--- src/rtl/apb_memif_bridge.sv ---
// APB responder to simple request/acknowledge memory initiator bridge.
// Handles one APB transfer at a time, with a bounded wait for the memory acknowledge.
module apb_memif_bridge #(
  parameter int ADDR_WIDTH     = 5,
  parameter int DATA_WIDTH     = 32,
  parameter int TIMEOUT_CYCLES = 16
) (
  input  logic                    clk_i,
  input  logic                    rst_i,
  // APB responder
  input  logic                    psel_i,
  input  logic                    penable_i,
  input  logic [ADDR_WIDTH-1:0]   paddr_i,
  input  logic                    pwrite_i,
  input  logic [DATA_WIDTH-1:0]   pwdata_i,
  input  logic [DATA_WIDTH/8-1:0] pstrb_i,
  output logic                    pready_o,
  output logic [DATA_WIDTH-1:0]   prdata_o,
  output logic                    pslverr_o,
  // memory initiator
  output logic                    mreq_o,
  output logic [ADDR_WIDTH-1:0]   maddr_o,
  output logic                    mwe_o,
  output logic [DATA_WIDTH-1:0]   mwdata_o,
  output logic [DATA_WIDTH/8-1:0] mstrb_o,
  input  logic                    mack_i,
  input  logic [DATA_WIDTH-1:0]   mrdata_i,
  input  logic                    mresp_i,
  // FSM state observation
  output logic [1:0]              dbg_state_o
);

  localparam int STRB_WIDTH = DATA_WIDTH / 8;
  localparam int CNT_BITS   = $clog2(TIMEOUT_CYCLES + 1);
  localparam int CNT_WIDTH  = (CNT_BITS > 5) ? CNT_BITS : 5;

  typedef enum logic [1:0] {
    IDLE   = 2'd0,
    ACCESS = 2'd1,
    DONE   = 2'd2
  } state_e;

  state_e                  state_q, state_d;
  logic [CNT_WIDTH-1:0]    cnt_q;
  logic [ADDR_WIDTH-1:0]   addr_q;
  logic                    we_q;
  logic [DATA_WIDTH-1:0]   wdata_q;
  logic [STRB_WIDTH-1:0]   strb_q;
  logic [DATA_WIDTH-1:0]   rdata_q;
  logic                    err_q;

  logic setup_phase;
  logic timeout;
  logic resp_valid;

  // Handshakes: a memory request is held (mreq_o with stable address/data) from the
  // first ACCESS cycle until the cycle mack_i is seen high, including the same cycle;
  // the APB side completes only in the single DONE cycle, and only if the requester
  // is still in its access phase (psel_i & penable_i) -- otherwise the result is dropped.
  assign setup_phase = psel_i & ~penable_i;
  assign timeout     = (cnt_q == CNT_WIDTH'(TIMEOUT_CYCLES - 1));

  always_comb begin
    state_d = state_q;
    case (state_q)
      IDLE:    if (setup_phase) state_d = ACCESS;
      ACCESS:  if (mack_i || timeout) state_d = DONE;
      DONE:    state_d = IDLE;
      default: state_d = IDLE;
    endcase
  end

  always_ff @(posedge clk_i) begin
    if (rst_i) begin
      state_q <= IDLE;
      cnt_q   <= '0;
      addr_q  <= '0;
      we_q    <= 1'b0;
      wdata_q <= '0;
      strb_q  <= '0;
      rdata_q <= '0;
      err_q   <= 1'b0;
    end else begin
      state_q <= state_d;
      if (state_q == IDLE && setup_phase) begin
        addr_q  <= paddr_i;
        we_q    <= pwrite_i;
        wdata_q <= pwdata_i;
        strb_q  <= pstrb_i;
        cnt_q   <= '0;
      end
      if (state_q == ACCESS) begin
        cnt_q <= cnt_q + 1'b1;
        // An acknowledge on the last allowed cycle still wins over the timeout.
        if (mack_i) begin
          rdata_q <= we_q ? '0 : mrdata_i;
          err_q   <= mresp_i;
        end else if (timeout) begin
          rdata_q <= '0;
          err_q   <= 1'b1;
        end
      end
    end
  end

  assign mreq_o   = (state_q == ACCESS);
  assign maddr_o  = addr_q;
  assign mwe_o    = we_q;
  assign mwdata_o = wdata_q;
  assign mstrb_o  = we_q ? strb_q : '0;

  assign resp_valid = (state_q == DONE) & psel_i & penable_i;
  assign pready_o   = resp_valid;
  assign prdata_o   = resp_valid ? rdata_q : '0;
  assign pslverr_o  = resp_valid & err_q;

  assign dbg_state_o = state_q;

endmodule

--- config.mk ---
export PLATFORM = sky130hd
export DESIGN_NAME = apb_memif_bridge
export DESIGN_NICKNAME = d
export VERILOG_FILES = /design/src/rtl/apb_memif_bridge.sv
export SDC_FILE = /design/constraint.sdc
export NUM_CORES = 1
export LEC_CHECK = 0
export CORE_UTILIZATION = 37
export CTS_BUF_LIST = sky130_fd_sc_hd__clkbuf_4 sky130_fd_sc_hd__clkbuf_8
export DETAILED_ROUTE_END_ITERATION = 8
export GPL_ROUTABILITY_DRIVEN = 0
export HOLD_SLACK_MARGIN = 0.03
export PLACE_DENSITY = 0.9
export SLEW_MARGIN = 40
export SYNTH_ARGS = -nofsm -noshare
export SYNTH_HDL_FRONTEND = slang
export SYNTH_SLANG_ARGS = --single-unit
--- constraint.sdc ---
create_clock -name clk_i -period 1.6 [get_ports clk_i]
set_input_delay 0.32 -clock clk_i [delete_from_list [all_inputs] [get_ports clk_i]]
set_output_delay 0.32 -clock clk_i [all_outputs]
set_load 0.02 [all_outputs]
==> flow_summary.ini <==
[sta]
clock_skew_ns = 0.0133
max_freq_mhz = 540
slew_viol_final = 0
post-route-period-util_pct = 116
period_minus_slack_ns = 1.85
setup_slack_ns = -0.253
setup_viol = 66
hold_violations = 0
slew_headroom_pct = 82.5
rsz0062_at_grt = true
worst_pin_slew_ns = 0.261

[min_path]
hold_path.class = primary input to flip-flop

[final_layout]
syn2layout_area_growth_pct = 73.8
mostFrequentLayoutCells = nand2_1 (86), dfxtp_1 (77), clkdlybuf4s50_1 (76)
final_util_pct = 67.8
fin_cells = 620
num_antenna_cells = 0
final_common_cell = nand2_1
nets = 595
drive_above_1_share_pct = 24.5

[detailed_routing]
drtPass1Iterations = 4
drtIter0Drc = 119
vias = 3144
antenna_left = 0
routedWlPerCell_um = 16.5
vias_per_cell = 5.07
routed_wl_um = 10200
drc = 0

[status]
failed_checks = setup timing
status = finished, violations left

[die]
die_w_um = 93.2
initial_core_util_pct = 39.0
ioPinCount = 159
coreArea_um2 = 7890
die_area_um2 = 8680
num_rows = 32
die_h_um = 93.2

[pwr]
switchingPower_mw = 1.07
combPwrFrac_pct = 15.4
max-vdd-ir-drop_v = 0.000449
netSwitchingFraction_pct = 25.7
powerDensity_nw_per_um2 = 776
leakage_nw = 2.31
p_clk_share_pct = 32.6
p_seq_share_pct = 52.0
p_int_mw = 3.08

[synth]
ys_types = 30
async_reset_ff_share_pct = 0
synth-warning-count = 0
synthesis.area_um2 = 3080
syn_nets = 420
syn_inst = 338
postSynthAreaPerCell_um2 = 9.10
seq_area_frac_synth_pct = 53.4
dominantRegCellSynth = dfxtp_1
ys_ff_latch = 82
synth-edff-count = 0

[clocking]
cts_tree = done
cts_sinks = 82
clockBufferDepth = 2
hold_buffers = 0
cts-htree-levels = 3
clockRootBuffer = clkbuf_8
clk_latency_ns = 0.35
numCtsBuffers = 9
clk_pin_slew_ns = 0.09

[worst_setup_path]
reg2reg_to = rdata_q[27]
cp-endpoint = prdata_o[10]
reg2reg_depth = 8
cp-start-kind = flip-flop
timing.setup.critical_path_class = flip-flop to output port
worstPathArrival_ns = 1.53
cp_max_fo = 8
regToRegSetupSlack_ns = -0.21
startpoint = dbg_state_o[0]
critPathRequiredTime_ns = 1.28
critPathCaptureType = output port
reg2reg_from = cnt_q[1]

[placement]
port_buffers = 158
hpwl_um = 5790
place_ws_ns = -0.702
place_inst = 587

[global_route]
grt_overflow = 0
grt_max_degree = 48
gr-usage-all-layers_pct = 22.1
grt_pass1_vias = 3066
antenna_found_initial = 0
grt_pass1_wl_um = 15000

[flow_run]
maxCapViolations = 0
-- synthesized netlist by cell type (2+ instances only) --
master    instances  area, µm²
and2_1           37        231
buf_2            11       55.1
a21oi_1          47        235
ha_1              2       25.0
buf_6             3       33.8
nor2_1            2       7.51
dfxtp_1          82       1640
a22o_1           32        280
nor3_1            2       10.0
nor4b_4           2       47.6
clkbuf_1         10       37.5
nand3_1           5       25.0
nand2_1          86        323
-- layer usage --
layer  vias to the layer above  wire (µm)  GRT usage [%]
li1                       1489          -              -
met1                      1515       4000           25.0
met2                       122       5420           39.9
met3                        18        661           6.67
met4                         0        158           6.03
met5                         -          0              0
-- registers in the layout, summed over array words and instances (netlist names) --
signal,cells
maddr_o,5
strb_q,4
mwdata_o,32
rdata_q,32
cnt_q,5
err_q,1
mwe_o,1
dbg_state_o,2
-- how the worst min path moves through the flow --
stage	from	endpoint	slack, ns	cells past startpoint
6_report	rst_i	dbg_state_o[0]	0.30	2
5_1_grt	rst_i	cnt_q[4]	0.31	2
4_1_cts	rst_i	dbg_state_o[0]	0.29	2
3_5_place_dp	mwdata_o[3]	mwdata_o[3]	0.45	2
3_3_place_gp	strb_q[2]	strb_q[2]	0.44	2
2_1_floorplan	strb_q[0]	strb_q[0]	0.43	2
-- final cells by class --
| class | count | area, µm² |
|---|---|---|
| Inverter | 2 | 7.51 |
| Timing Repair Buffer | 189 | 1980 |
| Clock buffer | 11 | 145 |
| Multi-Input combinational cell | 229 | 1410 |
| Tap cell | 102 | 128 |
| Clock inverter | 5 | 30.0 |
| Fill cell | 616 | 2540 |
| Sequential cell | 82 | 1650 |
-- what timing repair did --
action	4_1_cts	5_1_grt
setup buffers	8	7
cloned	4	4
endpoints found under the setup margin	111	101
pin swaps	16	31
hold endpoints to repair	0	0
gates resized for setup	292	19
-- power by group through the flow --
stage,Sequential [mW],Clock (mW),Combinational [mW]
after floorplan,2.26,0,0.195
after global placement,2.20,0,0.597
after detailed placement,2.20,0,0.608
after CTS,2.16,1.39,0.612
after global routing,2.17,1.49,0.684
final,2.16,1.35,0.639
-- cell families after synthesis --
logic type | after synthesis | share of synthesized area [%]
simple gates | 143 | 23.2
flops | 82 | 53.4
compound gates | 84 | 18.0
fa+ha+maj | 2 | 0.814
buf+inv | 27 | 4.60
-- through the flow --
step                power (mW)  hold WS, ns  TNS [ns]  area (µm²)
floorplan                 2.45        0.432         0        3110
global placement          2.79        0.438    -37.55        4840
detailed placement        2.81        0.446    -39.11        4840
CTS                       4.15        0.287    -10.64        5270
global route              4.34        0.307    -15.85        5340
finish                    4.15        0.301    -12.26        5340
-- critical path, stage by stage, from the launching register on --
cell,delay [ns]
dfxtp_2,0.33
and4b_4,0.42
clkbuf_16,0.18
and2_4,0.14
buf_6,0.11
Note: power is estimated with default switching activity, not from simulation.
